## src/rtl/pla_seq_pkg.sv

```systemverilog
// Shared types and constants for the PLA vector sequencer: FSM states,
// LFSR/MISR tap positions and the MISR initial value.
package pla_seq_pkg;

  typedef enum logic [2:0] {
    ST_IDLE,
    ST_APPLY,
    ST_SETTLE,
    ST_SAMPLE,
    ST_DONE
  } state_t;

  localparam int LFSR_W = 27;
  localparam int LFSR_TAP_A = 27;
  localparam int LFSR_TAP_B = 5;
  localparam int LFSR_TAP_C = 2;
  localparam int LFSR_TAP_D = 1;

  // Tap positions are 1-based polynomial exponents; masks select the bits.
  localparam logic [LFSR_W-1:0] LFSR_MASK =
      (LFSR_W'(1) << (LFSR_TAP_A - 1)) | (LFSR_W'(1) << (LFSR_TAP_B - 1)) |
      (LFSR_W'(1) << (LFSR_TAP_C - 1)) | (LFSR_W'(1) << (LFSR_TAP_D - 1));

  localparam int MISR_TAP_A = 16;
  localparam int MISR_TAP_B = 15;
  localparam int MISR_TAP_C = 13;
  localparam int MISR_TAP_D = 4;

  localparam logic [15:0] MISR_MASK =
      (16'(1) << (MISR_TAP_A - 1)) | (16'(1) << (MISR_TAP_B - 1)) |
      (16'(1) << (MISR_TAP_C - 1)) | (16'(1) << (MISR_TAP_D - 1));

  localparam logic [15:0] MISR_INIT = 16'hFFFF;

endpackage

```

## src/rtl/pla_misr16.sv

```systemverilog
// 16-bit multiple-input signature register; init has priority over enable.
module pla_misr16
  import pla_seq_pkg::*;
(
  input  logic        clk,
  input  logic        rst,
  input  logic        init,
  input  logic        en,
  input  logic [15:0] data,
  output logic [15:0] sig
);

  logic fb;

  assign fb = ^(sig & MISR_MASK);

  // NOTE: non-blocking assignments keep every register sampling pre-edge values.
  always_ff @(posedge clk or posedge rst) begin
    if (rst) begin
      sig <= MISR_INIT;
    end else if (init) begin
      sig <= MISR_INIT;
    end else if (en) begin
      sig <= {sig[14:0], fb} ^ data;
    end
  end

endmodule

```

## src/rtl/pla_vec_sequencer.sv

```systemverilog
// LFSR stimulus generator and MISR/toggle response checker wrapped around a
// combinational PLA benchmark; one vector every SETTLE+2 cycles.
module pla_vec_sequencer
  import pla_seq_pkg::*;
#(
  parameter int IN_W   = 27,
  parameter int OUT_W  = 6,
  parameter int CNT_W  = 16,
  parameter int SETTLE = 2
) (
  input  logic             clk,
  input  logic             rst,
  input  logic             start,
  input  logic             abort,
  input  logic [CNT_W-1:0] num_vec,
  input  logic [IN_W-1:0]  seed,
  output logic [IN_W-1:0]  dut_in,
  input  logic [OUT_W-1:0] dut_out,
  output logic             busy,
  output logic             done,
  output logic [15:0]      signature,
  output logic [CNT_W-1:0] toggle_cnt,
  output logic [CNT_W-1:0] vec_cnt
);

  localparam int SET_W = (SETTLE > 1) ? $clog2(SETTLE) : 1;
  localparam int SUM_W = CNT_W + 1;
  localparam logic [SET_W-1:0] SETTLE_LAST = SET_W'(SETTLE - 1);

  state_t            state, state_nxt;
  logic [SET_W-1:0]  settle_cnt;
  logic [CNT_W-1:0]  num_vec_q;
  logic [OUT_W-1:0]  prev_out;
  logic              accept, sample, last_vec;
  logic [IN_W-1:0]   seed_eff, lfsr_nxt;
  logic [SUM_W-1:0]  tog_sum;
  logic [CNT_W-1:0]  tog_sat;

  assign seed_eff = (seed == '0) ? IN_W'(1) : seed;
  assign lfsr_nxt = {dut_in[IN_W-2:0], ^(dut_in & LFSR_MASK)};
  assign last_vec = (vec_cnt + 1'b1) == num_vec_q;

  // The first sample of a run has no predecessor, so it adds no toggles.
  assign tog_sum = {1'b0, toggle_cnt} +
                   ((vec_cnt == '0) ? '0 : SUM_W'($countones(dut_out ^ prev_out)));
  assign tog_sat = tog_sum[CNT_W] ? '1 : tog_sum[CNT_W-1:0];

  always_ff @(posedge clk or posedge rst) begin
    if (rst) state <= ST_IDLE;
    else     state <= state_nxt;
  end

  // NOTE: defaults first so every path assigns every output and no latch forms.
  always_comb begin
    state_nxt = state;
    accept    = 1'b0;
    sample    = 1'b0;
    unique case (state)
      ST_IDLE, ST_DONE: begin
        if (start) begin
          accept    = 1'b1;
          state_nxt = (num_vec == '0) ? ST_DONE : ST_APPLY;
        end
      end
      ST_APPLY:  state_nxt = ST_SETTLE;
      ST_SETTLE: if (settle_cnt == SETTLE_LAST) state_nxt = ST_SAMPLE;
      ST_SAMPLE: begin
        sample    = 1'b1;
        state_nxt = last_vec ? ST_DONE : ST_APPLY;
      end
      default:   state_nxt = ST_IDLE;
    endcase
    // Abort freezes the datapath and overrides any transition.
    if (abort) begin
      state_nxt = ST_IDLE;
      accept    = 1'b0;
      sample    = 1'b0;
    end
  end

  always_ff @(posedge clk or posedge rst) begin
    if (rst) begin
      dut_in     <= '0;
      num_vec_q  <= '0;
      vec_cnt    <= '0;
      toggle_cnt <= '0;
      prev_out   <= '0;
      settle_cnt <= '0;
    end else begin
      settle_cnt <= (state == ST_SETTLE) ? settle_cnt + 1'b1 : '0;
      if (accept) begin
        num_vec_q  <= num_vec;
        vec_cnt    <= '0;
        toggle_cnt <= '0;
        if (num_vec != '0) dut_in <= seed_eff;
      end
      if (sample) begin
        vec_cnt    <= vec_cnt + 1'b1;
        toggle_cnt <= tog_sat;
        prev_out   <= dut_out;
        if (!last_vec) dut_in <= lfsr_nxt;
      end
    end
  end

  pla_misr16 u_misr (
    .clk  (clk),
    .rst  (rst),
    .init (accept),
    .en   (sample),
    .data (16'(dut_out)),
    .sig  (signature)
  );

  assign busy = (state == ST_APPLY) || (state == ST_SETTLE) || (state == ST_SAMPLE);
  assign done = (state == ST_DONE);

endmodule

```

## config.mk

```make
export PLATFORM = sky130hd
export DESIGN_NAME = pla_vec_sequencer
export DESIGN_NICKNAME = d
export VERILOG_FILES = /design/src/rtl/pla_seq_pkg.sv /design/src/rtl/pla_misr16.sv /design/src/rtl/pla_vec_sequencer.sv
export SDC_FILE = /design/constraint.sdc
export NUM_CORES = 1
export LEC_CHECK = 0
export CAP_MARGIN = 30
export CORE_ASPECT_RATIO = 0.6
export CORE_UTILIZATION = 30
export DETAILED_ROUTE_END_ITERATION = 12
export PLACE_DENSITY = 0.5
export SLEW_MARGIN = 30
export SYNTH_ARGS = -nofsm -noshare
export SYNTH_HDL_FRONTEND = slang
export SYNTH_HIERARCHICAL = 1
export SYNTH_SLANG_ARGS = --single-unit
```

## constraint.sdc

```tcl
create_clock -name clk -period 4.3 [get_ports clk]
set_input_delay 0.645 -clock clk [delete_from_list [all_inputs] [get_ports clk]]
set_output_delay 0.645 -clock clk [all_outputs]
set_load 0.02 [all_outputs]
```

Word level (Yosys, flattened, before mapping)
Cells that the tools add are included.
Cells by class
  equal/unequal tests: 7
  bitwise operators: 2
  reduce and logical (&&, ||, !) cells: 12
  mux-type cells: 24
  add/sub/neg operators: 8
Operators with widths (count)
  $mux W27: 5
  $mux W16: 6
  $logic_not A16 Y1: 2
  $logic_not A27 Y1: 1
  $reduce_xor A27 Y1: 1
  $add A16 B4 Y17: 1
  $add A16 B1 Y16 const B: 1
  $eq A16 B16 Y1: 1
  $reduce_bool A16 Y1: 1
  $reduce_xor A16 Y1: 1
  $xor A16 B6 Y16: 1
  $mux W3: 5
  $pmux W3 S4: 1
  $add A1 B1 Y2: 3
  $eq A3 B2 Y1 const B: 2
  $mux W1: 6
  $ne A3 B3 Y1 const B: 2
  $xor A6 B6 Y6: 1
  $add A3 B2 Y4: 1
  $mux W4: 1
  $add A2 B2 Y3: 1
  $eq A3 B1 Y1 const B: 1
  $eq A3 B3 Y1 const B: 1
  $logic_not A3 Y1: 1
  other kinds (5): 6
Storage, ports and cells
  output and inout port bits: 77
  logic and storage cells: 61
  input bits: 53
  register bits: 101

Depth between registers and ports, before layout
  depth in word-level cells: 8
  mapped depth: 16
  mapped depth without buffers: 15

By module
The synthesis kept the hierarchy.
Modules (own cells, without submodules)
  pla_vec_sequencer: area an instance 4981.0 sq um, seq. area each 2127.0 sq um, instances 1, cells each 514
  pla_misr16: area an instance 853.3 sq um, seq. area each 420.4 sq um, instances 1, cells each 87

Worst setup path after synthesis
OpenSTA, ideal clock, no wires.
  path kind: input to register
  start point: in dut_out[0]
  end point: reg toggle_cnt[5]
  library setup time: 0.099 ns
  buffers on the path: 1
  required time: 4.201 ns
  cell stages on the path: 15
  arrival time: 4.147 ns
  setup slack: 0.053 ns
  path through: xnor2_1 > fa_1 > inv_1 > fa_1 > ha_1 > fa_1 > and2_1 > fa_1 > a21o_1 > nand2_1 > or4_1 > clkbuf_1 > a21oi_1 > nor2_1 > a311oi_1
On the way
  longest elaborated chain between the ends: 8
Ends and longest elaborated chain
  start: declaration: RTL line pla_vec_sequencer.sv:18  | input logic [OUT_W-1:0] dut_out,
  $xor A6 B6 Y6: RTL line pla_vec_sequencer.sv:45  | ((vec_cnt == '0) ? '0 : SUM_W'($countones(dut_out ^ prev_out)));
  $add A1 B1 Y2 (implied by the code): RTL line pla_vec_sequencer.sv:45
  $add A2 B2 Y3 (implied by the code): RTL line pla_vec_sequencer.sv:45
  $add A3 B2 Y4 (implied by the code): RTL line pla_vec_sequencer.sv:45
  $mux W4: RTL line pla_vec_sequencer.sv:45
  $add A16 B4 Y17: RTL line pla_vec_sequencer.sv:44  | assign tog_sum = {1'b0, toggle_cnt} +
  $mux W16: RTL line pla_vec_sequencer.sv:46  | assign tog_sat = tog_sum[CNT_W] ? '1 : tog_sum[CNT_W-1:0];
  $mux W16: RTL line pla_vec_sequencer.sv:97  | if (sample) begin
  end signal: assignment: RTL line pla_vec_sequencer.sv:99  | toggle_cnt <= tog_sat;
  end: declaration: RTL line pla_vec_sequencer.sv:22  | output logic [CNT_W-1:0] toggle_cnt,
No other way between the ends.
A chain may end at the register's enable or synchronous reset.

Worst setup path after layout
  start point: in dut_out[0]
  end point: reg toggle_cnt[13]
The elaborated chain is that of the path after synthesis.

==> run metrics <==
HPWL after detailed placement 12200 um; Worst path slowest cell fa_1; Crit path depth 16; Yosys Warn Count 6; area fraction of the dominant cell type after synthesis between 30% and 40%; # nets final 799; H-tree level count 3; reg2reg start prev_out[0]$_DFFE_PP0P_; Worst Path Max Fanout 6; number of synthesized register bits a little over 100; Overflow after GRT 0; static leakage 3.28 nW; Hold WC Path Type reg2reg; Final Hold Violating Endpoints 0; gp weighted congestion 0.834; leading post-synthesis cells by cell area dfrtp_1 (36%), dfstp_2 (7.2%), nand2_1 (6.0%), mux2_4 (5.1%), xnor2_1 (5.1%); die area 20000 sq um; peak supply drop 0.000180 V; Area Growth Syn to Fin 34.2%; Sw Share 35.5%; most frequent cells in the layout clkdlybuf4s50_1 (126), nand2_1 (93), dfrtp_1 (85), nor2_1 (42), a21oi_1 (34); clock sinks 101; Synth async-reset ratio 100%; Residual DRC 0; Gate power share 40.6%; Worst Path Class, Setup in2reg; drt pass-1 iters 4; register area roughly 2500 sq um; antenna-violating nets left 0; cts hold-fix bufs 0; Crit. End Element flip-flop; FP Rows 39; placed standard-cell area 7430 sq um; Max Cap Viol 0; Buf/Inv on CP 2; crit path from dut_out[0]; Worst-Margin Slew between 0.7 and 0.8 ns; Max Clk Rate 240 MHz; Fill cells roughly 1900; crit path cell chain dlygate4sd2_1 -> xnor2_2 -> fa_1 -> inv_1 -> fa_1 -> ha_1 -> fa_1 -> and2_1 -> ha_1 -> a21o_1 -> a21oi_1 -> or3b_4 -> nor3_4 -> nor2_1 -> o21ai_1 -> o221ai_1; multi-input combinational cell area 3160 sq um; part of the Yosys area used for sequential elements 43.7%; first-pass GRT wire length 26800 um; Num CTS Buffers 9; Reg power frac 38.1%; WP data required 4.51 ns; IO buf count 129; CP delay by family, top adder cells; Worst path most repeated cell fa_1; Clk pwr share 21.4%; Yosys top cell by area dfrtp_1; Crit path arrival time 4.38 ns; clk_lat worst skew between 0.3 and 0.4 ns; chip height 110 um; core box area ~19000 sq um; gr usage total around 17%; synthesized cell area 5830 sq um; clk buf depth 2; Clock Pin Slew Worst Setup and Hold Paths 0.08 ns; initial antenna violation count 0; Wirelength per Cell around 17 um; Clock Skew 0.0110 ns; Die X 182 um; Period minus WS final 4.17 ns; vias in the first global route 4764; Finished Cell Area ~7800 sq um; final hold slack 0.463 ns; Startpoint Class input port; initial core utilization a little under a third; pin count of the biggest net entering global routing 56; Cell variety after synth 61; Slew Viols, Final 0; power per cell area roughly 490 nW/um^2; Avg Synthesized Cell Area 9.71 sq um; drt initial violations 445; Diodes inserted 0; P_int 2.48 mW; run status completed; IO Pins 130; layout cells sized above 1 17.1%; Vias 4964; final wirelength 16800 um; # setup viols final 0; Synth Instances about 600; crit-path max cell delay approximately 0.54 ns; vias per std cell 5.03; crit share post-route between 90% and 100%; FF-to-FF setup slack around 0.31 ns; Final Core Density between 40 and 50%; Reg2Reg Depth 15; CTS tree yes; crit path to toggle_cnt[13]$_DFFE_PP0P_; Clk Tree Root Cell clkbuf_16; commonest non-fill, non-tap cell in the layout clkdlybuf4s50_1; switching power total 1.37 mW; Relative slew margins a little under half; number of synthesized flops with an enable pin 0; worst r2r dst toggle_cnt[13]$_DFFE_PP0P_; main flop type after synthesis dfrtp_1
-- metal layers --
metal	vias up	part of all wire [%]	GRT usage, %
met5	-	0	0
met4	0	0.67	2.88
met3	9	3.8	3.48
met2	97	43	25.6
met1	2499	52	26.2
li1	2359	-	-
-- worst min path at each step --
| stage | depth (start not counted) | slack [ns] | start | end |
|---|---|---|---|---|
| final | 1 | 0.46 | settle_cnt$_DFF_PP0_ | settle_cnt$_DFF_PP0_ |
| after global routing | 1 | 0.48 | settle_cnt$_DFF_PP0_ | settle_cnt$_DFF_PP0_ |
| after CTS | 1 | 0.46 | settle_cnt$_DFF_PP0_ | settle_cnt$_DFF_PP0_ |
| after detailed placement | 1 | 0.45 | settle_cnt$_DFF_PP0_ | settle_cnt$_DFF_PP0_ |
| after global placement | 1 | 0.42 | settle_cnt$_DFF_PP0_ | settle_cnt$_DFF_PP0_ |
| after floorplan | 1 | 0.41 | settle_cnt$_DFF_PP0_ | settle_cnt$_DFF_PP0_ |
-- state kept, by name, indices dropped and copies added, names as in the netlist --
signal,flops
dut_in,27
num_vec_q,16
toggle_cnt,16
u_misr/sig,16
vec_cnt,16
prev_out,6
state,3
settle_cnt,1
-- per-stage QoR --
step	instances	TNS (ns)	setup WS, ns	total power [mW]
4_1_cts	985	0	0.0394	3.88
2_1_floorplan	610	0	0.0533	2.39
6_report	987	0	0.132	3.84
5_1_grt	987	-0.0165	-0.0165	4.10
3_5_place_dp	967	-8.60	-0.685	3.02
3_3_place_gp	967	-7.93	-0.632	3.00
-- power groups by stage --
stage,logic (mW),clock network (mW),registers [mW]
global placement,1.53,0,1.47
global route,1.70,0.893,1.50
detailed placement,1.54,0,1.47
finish,1.56,0.821,1.46
CTS,1.57,0.850,1.46
floorplan,0.784,0,1.61
-- area by class of cell --
type	instances	share of cell area (%)
sequential	101	32.5
tap	246	3.93
inverter	14	0.735
clock inverter	6	0.687
timing repair buffer	150	18.8
multi-input combinational	460	40.3
clock buffer	10	3.05
-- kinds of logic (layout without fill, tap and decap cells) --
| family | after synthesis | after routing | share of synthesized area (%) |
|---|---|---|---|
| buffers and inverters | 50 | 180 | 3.92 |
| flip-flops | 101 | 101 | 43.7 |
| AND/OR/NAND/NOR | 240 | 241 | 20.2 |
| XOR/XNOR | 49 | 49 | 7.83 |
| multiplexers | 53 | 53 | 11.5 |
| adder cells (fa/ha/maj) | 10 | 10 | 2.66 |
| other | 1 | 10 | 0.0643 |
| AO/OA/AOI/OAI | 97 | 97 | 10.1 |
-- cells in the mapped netlist, types with 3 or more instances --
library cell and instances:
nor2_1 43, buf_6 3, dfrtp_1 85, a21oi_1 34, buf_2 9, xnor2_1 34
inv_1 12, mux2_1 13, a21o_1 3, or3_1 4, and3_1 3, clkbuf_1 22
or2_2 15, ha_1 6, fa_1 4, o21ai_1 3, and2_1 7, dfstp_2 16
nand2_1 93, nor4_1 14, nand3_1 15, o31ai_1 4, mux2_4 20, nand4_1 12
xor2_1 13, a311oi_1 3, mux2_2 19, nor3_1 16, a31oi_1 4, a211oi_1 4
o21ai_0 25
-- what timing repair did --
| item | in CTS | in global routing |
|---|---|---|
| buffers inserted | 1 | 1 |
| cloned | 1 | 0 |
| setup endpoints to repair | 16 | 13 |
| gates resized for setup | 11 | 4 |
| pin swaps | 2 | 1 |
Note: power is estimated with default switching activity, not from simulation.
